[src/rtl/imm_field_encoder_if.sv]
// imm_field_encoder_if: request/result handshake bundle for the immediate encoder
interface imm_field_encoder_if;
  logic        in_valid;
  logic        in_ready;
  logic [15:0] in_value;
  logic [1:0]  in_sel;
  logic        out_valid;
  logic        out_ready;
  logic [8:0]  out_imm;
  logic [1:0]  out_sel;
  logic        out_ovf;
  modport master(output in_valid, in_value, in_sel, out_ready,
                 input in_ready, out_valid, out_imm, out_sel, out_ovf);
  modport slave(input in_valid, in_value, in_sel, out_ready,
                output in_ready, out_valid, out_imm, out_sel, out_ovf);
endinterface

[src/rtl/imm_field_encoder.sv]
// imm_field_encoder: packs a 16-bit value into a 9-bit immediate field, 2-entry result FIFO, overflow stats
module imm_field_encoder #(
  parameter int COUNT_W = 8
) (
  input  logic               clk,
  input  logic               rst_n,
  imm_field_encoder_if.slave bus,
  input  logic               clr_stats,
  output logic               sticky_ovf,
  output logic [COUNT_W-1:0] ovf_count
);
  logic [15:0] v;
  logic [1:0]  sel;
  logic        ovf;
  logic [8:0]  imm;
  logic [11:0] mem [2];
  logic        head;
  logic [1:0]  count;
  logic        push;
  logic        pop;
  logic        wr;
  assign v   = bus.in_value;
  assign sel = bus.in_sel;
  // a signed field overflows when the discarded bits and the sign bit are not all equal
  assign ovf = (sel == 2'b00) ? (|v[15:8] && !(&v[15:8])) :
               (sel == 2'b01) ? (|v[15:7] && !(&v[15:7])) :
               (sel == 2'b10) ? (|v[15:5] && !(&v[15:5])) : |v[15:9];
  assign imm = (sel == 2'b01) ? {1'b0, v[7:0]} :
               (sel == 2'b10) ? {3'b000, v[5:0]} : v[8:0];
  assign bus.in_ready  = (count != 2'd2);
  assign bus.out_valid = (count != 2'd0);
  assign {bus.out_imm, bus.out_sel, bus.out_ovf} = mem[head];
  assign push = bus.in_valid && bus.in_ready;
  assign pop  = bus.out_valid && bus.out_ready;
  assign wr   = head ^ count[0];
  always_ff @(posedge clk or negedge rst_n) begin
    if (!rst_n) begin
      mem[0] <= '0;
      mem[1] <= '0;
      head   <= 1'b0;
      count  <= 2'd0;
    end else begin
      if (push) mem[wr] <= {imm, sel, ovf};
      if (pop) head <= ~head;
      count <= count + {1'b0, push} - {1'b0, pop};
    end
  end
  always_ff @(posedge clk or negedge rst_n) begin
    if (!rst_n) begin
      sticky_ovf <= 1'b0;
      ovf_count  <= '0;
    end else if (clr_stats) begin
      sticky_ovf <= 1'b0;
      ovf_count  <= '0;
    end else if (push && ovf) begin
      sticky_ovf <= 1'b1;
      ovf_count  <= (&ovf_count) ? ovf_count : ovf_count + 1'b1;
    end
  end
endmodule

[src/flat_wrapper.sv]
// flat-port wrapper written by rule: the top's interface ports become plain ports
module imm_field_encoder_flat 
#(
  parameter int COUNT_W = 8
)
  (clk, rst_n, clr_stats, sticky_ovf, ovf_count, bus_in_valid, bus_in_value, bus_in_sel, bus_out_ready, bus_in_ready, bus_out_valid, bus_out_imm, bus_out_sel, bus_out_ovf);
  imm_field_encoder_if bus_i ();
  input  logic clk;
  input  logic rst_n;
  input  logic clr_stats;
  output logic sticky_ovf;
  output logic [COUNT_W-1:0] ovf_count;
  input wire logic [$bits(bus_i.in_valid)-1:0] bus_in_valid;
  input wire logic [$bits(bus_i.in_value)-1:0] bus_in_value;
  input wire logic [$bits(bus_i.in_sel)-1:0] bus_in_sel;
  input wire logic [$bits(bus_i.out_ready)-1:0] bus_out_ready;
  output wire logic [$bits(bus_i.in_ready)-1:0] bus_in_ready;
  output wire logic [$bits(bus_i.out_valid)-1:0] bus_out_valid;
  output wire logic [$bits(bus_i.out_imm)-1:0] bus_out_imm;
  output wire logic [$bits(bus_i.out_sel)-1:0] bus_out_sel;
  output wire logic [$bits(bus_i.out_ovf)-1:0] bus_out_ovf;
  assign bus_i.in_valid = bus_in_valid;
  assign bus_i.in_value = bus_in_value;
  assign bus_i.in_sel = bus_in_sel;
  assign bus_i.out_ready = bus_out_ready;
  assign bus_in_ready = bus_i.in_ready;
  assign bus_out_valid = bus_i.out_valid;
  assign bus_out_imm = bus_i.out_imm;
  assign bus_out_sel = bus_i.out_sel;
  assign bus_out_ovf = bus_i.out_ovf;
  imm_field_encoder #(.COUNT_W(COUNT_W)) u_core (.clk(clk), .rst_n(rst_n), .bus(bus_i), .clr_stats(clr_stats), .sticky_ovf(sticky_ovf), .ovf_count(ovf_count));
endmodule
[config.mk]
export PLATFORM = sky130hd
export DESIGN_NAME = imm_field_encoder_flat
export DESIGN_NICKNAME = d
export VERILOG_FILES = /design/src/rtl/imm_field_encoder_if.sv /design/src/rtl/imm_field_encoder.sv /design/src/flat_wrapper.sv
export SDC_FILE = /design/constraint.sdc
export NUM_CORES = 1
export LEC_CHECK = 0
export CAP_MARGIN = 20
export CORE_ASPECT_RATIO = 1.5
export CORE_MARGIN = 3
export CORE_UTILIZATION = 35
export DETAILED_ROUTE_END_ITERATION = 10
export PLACE_DENSITY = 0.73
export SYNTH_ARGS = -nofsm -noshare
export SYNTH_HDL_FRONTEND = slang
export SYNTH_SLANG_ARGS = --single-unit
[constraint.sdc]
create_clock -name clk -period 1.6 [get_ports clk]
set_input_delay 0.32 -clock clk [delete_from_list [all_inputs] [get_ports clk]]
set_output_delay 0.32 -clock clk [all_outputs]
set_load 0.02 [all_outputs]
==> results.py, run 1 <==
metrics = {
    "logic_synthesis": {
        "yosys_warnings": 0,
        "synthesis.area_sq_um": 1800,
        "synth-edff-count": 0,
        "synth_simple_gate_area_share_pct": 16.2,
        "ys_dominant_reg_cell": "dfrtp_1",
        "synthMostInstantiatedCell": "dfrtp_1",
        "synth_top_area_cell": "dfrtp_1",
        "synth_area_leaders": "dfrtp_1 50%, mux2_2 15%, nand2_1 4.4%, o21ai_0 2.8%, ha_1 2.1%",
        "synth_seq_cells": 36,
        "muxShareOfSynthArea_pct": 16.9,
        "synth_cells": 171,
        "synth_largest_type_area_fraction_pct": 50.0,
        "synth.yosys.seq_area_share_pct": 50.0,
        "synth-xor-area-share_pct": 1.94,
        "netlist-cell-type-count": 34,
        "postSynth.asyncResetShare_pct": 100,
        "synth_compound_area_share_pct": 9.16,
        "net_count_after_synthesis": 197,
        "synth.cells.most_frequent": "36 x dfrtp_1, 24 x mux2_2, 21 x nand2_1",
        "syn-mean-instance-area_sq_um": 10.5,
        "post_synthesis_share_of_cell_area_spent_on_full_adders_half_adders_and_majority_gates_pct": 2.08,
        "dominant_combinational_cell_family_by_area_after_synthesis": "multiplexers",
    },
    "die": {
        "floorplan.rows": 31,
        "initial_utilization_pct": 36.9,
        "core_region_area_sq_um": 4890,
        "fp.dieArea_sq_um": 6070,
        "die_ht_microns": 93.9,
        "io_pins": 46,
        "die_span_in_x_microns": 64.6,
    },
    "global_routing": {
        "first_pass_grt_wire_length_mm": 7.93,
        "grt_max_degree": 37,
        "first_global_vias": 1749,
        "antenna_found_initial": 0,
        "grtUsageTotal_pct": 16.9,
        "grt-ovfl-total": 0,
    },
    "placed_design": {
        "detailed_place_hpwl_mm": 3.23,
        "port_buffer_count": 45,
        "placedInstanceArea_sq_um": 2640,
        "gpl.final_weighted_congestion": 0.814,
    },
    "critical_path": {
        "timing.setup.critical_path_class": "in -> reg",
        "cp_max_fo": 6,
        "worst_setup_path_start_kind": "input pin",
        "setup_crit_end_kind": "flip-flop",
        "arrival_ns": 2.08,
        "worst_ep_required_time_ns": 1.77,
    },
    "route": {
        "vias_per_cell": 4.99,
        "routed-via-count": 1627,
        "postRouteAntennaNets": 0,
        "detail_route.wirelength_mm": 4.71,
        "first_iteration_detailed_routing_drc_count": 48,
        "drc": 0,
        "dr.pass1.iters": 4,
        "wl_per_cell_microns": 14.4,
    },
    "sta": {
        "max_clock_freq_mhz": 523,
        "fin_hold_ws_ns": 0.310,
        "timing_max_transition_violations_final": 0,
        "grt_setup_unrepaired": "true",
        "setup_viol": 24,
        "timing.final.crit_share_pct": 119,
        "worst_slew_margin_relative_to_its_limit_pct": 75.1,
        "finalWorstPathRequiredPeriod_ns": 1.91,
        "worst_slew_pin_slew_ns": 0.373,
        "postLayoutSetupSlackWorst_ns": -0.311,
        "skew_final_ns": 0.00848,
        "hold_viol": 0,
    },
    "finish": {
        "diodes": 0,
        "area.growth.synth_to_final_pct": 64.1,
        "nNetsFinal": 285,
        "final.fill_count": 427,
        "fin_util_pct": 60.5,
        "drive_gt1_share_pct": 49.2,
        "post-route-cell-area_sq_um": 2960,
    },
    "clocking": {
        "cts.sink_count": 36,
        "cts_made_buffers": 5,
        "cts.clk_slew.worst_paths_ns": 0.07,
        "worstSkewPairLatency_ns": 0.29,
        "max-clock-path-buffers": 2,
        "htree_levels": 2,
        "tritoncts_clock_tree": "yes",
        "cts-root-buf": "clkbuf_8",
        "post_cts_hold_buffer_count": 0,
    },
    "outcome": {
        "violations": "setup timing",
        "run_status": "complete, but fails checks",
    },
    "power_and_ir_drop": {
        "worst_ir_drop_vdd_mv": 0.723,
        "static_leakage_nw": 1.37,
        "power_density_nw_per_um2": 1720,
    },
    "hold_path": {
        "worstHoldPathType": "in -> reg",
    },
    "flow_run": {
        "drv.max_cap_violation_count": 0,
    },
}
sequential cells by signal, indices dropped and copies added (netlist names):
name               cells
u_core.count           2
u_core.head            1
u_core.ovf_count       8
u_core.mem            24
u_core.sticky_ovf      1
final cells by class:
| type | count | area [sq um] | share of cell area, % |
|---|---|---|---|
| sequential | 36 | 902 | 30.5 |
| clock buffer | 7 | 86.3 | 2.92 |
| inverter | 9 | 33.8 | 1.14 |
| clock inverter | 1 | 7.51 | 0.254 |
| multi-input combinational | 118 | 1030 | 34.9 |
| tap | 66 | 82.6 | 2.79 |
| timing repair buffer | 89 | 813 | 27.5 |
routing by layer:
| layer | global-route usage (%) | up-vias | share of wire [%] |
|---|---|---|---|
| met5 | 0 | - | 0 |
| met4 | 8.99 | 0 | 2.3 |
| met3 | 3.35 | 11 | 3.7 |
| met2 | 29.1 | 39 | 53 |
| met1 | 19.5 | 799 | 41 |
| li1 | - | 778 | - |
cells by family (layout without fill, tap and decap cells):
family	after synthesis	count (layout)
flip-flops	36	36
AND/OR/NAND/NOR	57	57
AO/OA/AOI/OAI	27	27
adder cells (fa/ha/maj)	3	3
multiplexers	27	27
XOR/XNOR	4	4
buffers and inverters	17	106
layout by cell type (no fill, tap or decap), types with 3 or more instances in the layout:
master	n
mux2_2	16
nand3_1	6
buf_4	36
dfrtp_1	35
inv_1	6
o21ai_0	10
buf_6	18
dlygate4sd2_1	10
mux2_1	3
or4_4	4
clkdlybuf4s50_1	9
clkbuf_8	6
o21ai_1	5
buf_2	4
buf_12	3
nor2_1	5
a21oi_1	3
clkbuf_2	5
nor4_2	3
inv_2	3
nor2b_1	3
mux2_4	8
nand2_1	19
nand4_1	3
worst paths after layout:
kind                                   from             endpoint  slack, ns  depth (start not counted)
min in group asynchronous             rst_n       u_core.mem[19]       0.40                          2
max                        bus_in_value[15]  u_core.ovf_count[5]      -0.31                          7
min reg2reg                  u_core.mem[14]       u_core.mem[14]       0.49                          2
max reg2reg                 u_core.count[0]      u_core.count[1]      -0.10                          8
max in group asynchronous             rst_n          u_core.head       1.00                          2
min                         bus_in_value[7]       u_core.mem[22]       0.31                          3
worst max-delay path, stage by stage:
cell      delay [ns]
buf_6           0.09
or4_4           0.59
a211oi_4        0.28
o32ai_4         0.14
a21oi_4         0.26
nor4_2          0.09
mux2_1          0.31
metrics by stage:
step / total power, mW / std cells / setup TNS, ns / setup WS [ns]
final: 5.10 / 326 / -3.95 / -0.311
after CTS: 4.60 / 322 / -3.56 / -0.281
after detailed placement: 3.99 / 308 / -14.46 / -0.969
after global routing: 5.42 / 326 / -4.84 / -0.344
after global placement: 3.91 / 308 / -13.47 / -0.921
after floorplan: 2.87 / 171 / -2.86 / -0.288
what timing repair did:
item,CTS,global route
resized for setup,121,48
gates cloned,1,1
endpoints found under the setup margin,45,42
pin swaps,10,6
buffers inserted,6,4
endpoints found under the hold margin,0,0
power breakdown:
part,internal (mW),switching [mW]
logic,1.71,1.25
registers,1.27,0.194
clock network,0.350,0.325
total,3.33,1.77
(Power assumes the default switching activity.)
==> run 2, diff against run 1 <==
Settings changed: CORE_MARGIN 3 to 2, SLEW_MARGIN set to 10.
==> results.py, run 2 (synthesis results as in run 1) <==
metrics = {
    "finish": {
        "nNetsFinal": 284,
        "diodes": 0,
        "drive_gt1_share_pct": 52.9,
        "largest_register_ffs": 24,
        "layout.cells.most_common_list": "35 x dfrtp_1, 31 x buf_4, 23 x buf_6",
        "regMostFlops": "u_core.mem",
        "most_common_library_cell_in_the_layout_ignoring_fill_and_taps": "dfrtp_1",
        "largest_registers": "u_core.mem x24, u_core.ovf_count x8, u_core.count x2",
        "area.growth.synth_to_final_pct": 67.0,
    },
    "placed_design": {
        "port_buffer_count": 45,
        "gpl.final_weighted_congestion": 0.817,
        "detailed_place_hpwl_mm": 3.25,
    },
    "global_routing": {
        "grtUsageTotal_pct": 16.8,
        "first_pass_grt_wire_length_mm": 7.64,
        "grt_max_degree": 37,
        "antenna_found_initial": 0,
        "grt-ovfl-total": 0,
        "first_global_vias": 1676,
    },
    "die": {
        "die_span_in_x_microns": 62.6,
        "floorplan.rows": 32,
        "io_pins": 46,
        "core_region_area_sq_um": 5040,
        "fp.dieArea_sq_um": 5750,
        "die_ht_microns": 91.9,
        "initial_utilization_pct": 35.7,
    },
    "route": {
        "vias_per_cell": 5.02,
        "first_iteration_detailed_routing_drc_count": 54,
        "dr.pass1.iters": 4,
        "wl_per_cell_microns": 15.0,
        "routed-via-count": 1642,
        "detail_route.wirelength_mm": 4.92,
        "drc": 0,
        "postRouteAntennaNets": 0,
    },
    "sta": {
        "hold_viol": 0,
        "postLayoutSetupSlackWorst_ns": -0.275,
        "timing.final.crit_share_pct": 117,
        "finalWorstPathRequiredPeriod_ns": 1.88,
        "timing_max_transition_violations_final": 0,
        "grt_setup_unrepaired": "true",
        "max_clock_freq_mhz": 533,
        "worst_slew_pin_slew_ns": 0.378,
        "fin_hold_ws_ns": 0.324,
        "setup_viol": 23,
        "worst_slew_margin_relative_to_its_limit_pct": 74.6,
        "skew_final_ns": 0.00692,
    },
    "critical_path": {
        "arrival_ns": 2.03,
        "critical_path.reg2reg.startpoint": "u_core.ovf_count[0]",
        "setup.reg_to_reg.worst_slack_ns": -0.09,
        "worst_r2r_path_depth": 6,
        "worst_setup_path_start_kind": "input pin",
        "cp_max_fo": 5,
        "timing.rr.end": "u_core.ovf_count[3]",
        "worst_ep_required_time_ns": 1.76,
        "timing.setup.critical_path_class": "in -> reg",
        "setup_crit_end_kind": "flip-flop",
    },
    "clocking": {
        "max-clock-path-buffers": 2,
        "cts.sink_count": 36,
        "cts-root-buf": "clkbuf_8",
        "htree_levels": 2,
        "tritoncts_clock_tree": "yes",
        "cts.clk_slew.worst_paths_ns": 0.08,
        "worstSkewPairLatency_ns": 0.28,
        "post_cts_hold_buffer_count": 0,
        "cts_made_buffers": 5,
    },
    "flow_run": {
        "drv.max_cap_violation_count": 0,
    },
    "outcome": {
        "run_status": "complete, but fails checks",
        "violations": "setup timing",
    },
    "hold_path": {
        "worstHoldPathType": "in -> reg",
        "min_path_cells": 3,
        "hold_path.startpoint": "bus_in_value[6]",
        "worst_hold_path.endpoint": "u_core.mem[21]",
    },
    "power_and_ir_drop": {
        "p_total_mw": 5.19,
        "worst_ir_drop_vdd_mv": 0.826,
        "power_density_nw_per_um2": 1720,
        "static_leakage_nw": 1.39,
    },
}
-- run 2: worst max-delay path by stage --
stage / start / to / slack [ns] / depth (start not counted)
after floorplan: bus_in_value[12] / u_core.ovf_count[5] / -0.29 / 6
after global placement: bus_in_value[9] / u_core.ovf_count[3] / -0.86 / 8
after detailed placement: bus_in_value[10] / u_core.ovf_count[3] / -0.92 / 8
after CTS: bus_in_value[15] / u_core.ovf_count[5] / -0.23 / 7
after global routing: bus_in_value[12] / u_core.ovf_count[5] / -0.32 / 7
final: bus_in_value[12] / u_core.ovf_count[5] / -0.28 / 7
-- run 2: routing by layer --
layer	GRT usage (%)	part of all wire, %	vias up
met5	0	0	-
met4	4.26	2.5	0
met1	18.1	39	805
met3	3.93	2.9	10
met2	32.4	55	51
li1	-	-	776
-- run 2: where the power goes --
group | internal [mW] | switching [mW]
registers | 1.27 | 0.202
logic | 1.77 | 1.31
clock network | 0.303 | 0.334
-- run 2: timing repair --
item	CTS	global route
pin swaps	13	24
gates cloned	1	0
resized for setup	126	64
setup endpoints to repair	42	39
buffers inserted	2	5
-- run 2: layout make-up --
class,instances,area [sq um]
clock inverters,3,18.8
inverters,9,33.8
clock buffers,5,68.8
repair buffers,88,820
flip-flops and latches,36,902
fillers,446,2030
multi-input cells,118,1080
well taps,68,85.1
-- run 2: worst max-delay path, cell delays in order --
cell	delay (ns)
buf_6	0.09
or4_4	0.59
nor4_4	0.22
o32ai_4	0.14
a21oi_4	0.26
nor4_2	0.09
mux2_1	0.32
-- run 2: per-stage QoR --
| step | worst slack, ns | area (sq um) | std cells | util [%] | TNS (ns) |
|---|---|---|---|---|---|
| detailed placement | -0.925 | 2660 | 312 | 52.7 | -13.61 |
| finish | -0.275 | 3010 | 327 | 59.7 | -3.22 |
| floorplan | -0.288 | 1850 | 171 | - | -2.86 |
| global route | -0.321 | 3010 | 327 | 59.7 | -4.27 |
| CTS | -0.230 | 2820 | 323 | 55.8 | -3.09 |
| global placement | -0.857 | 2660 | 312 | 52.7 | -12.32 |
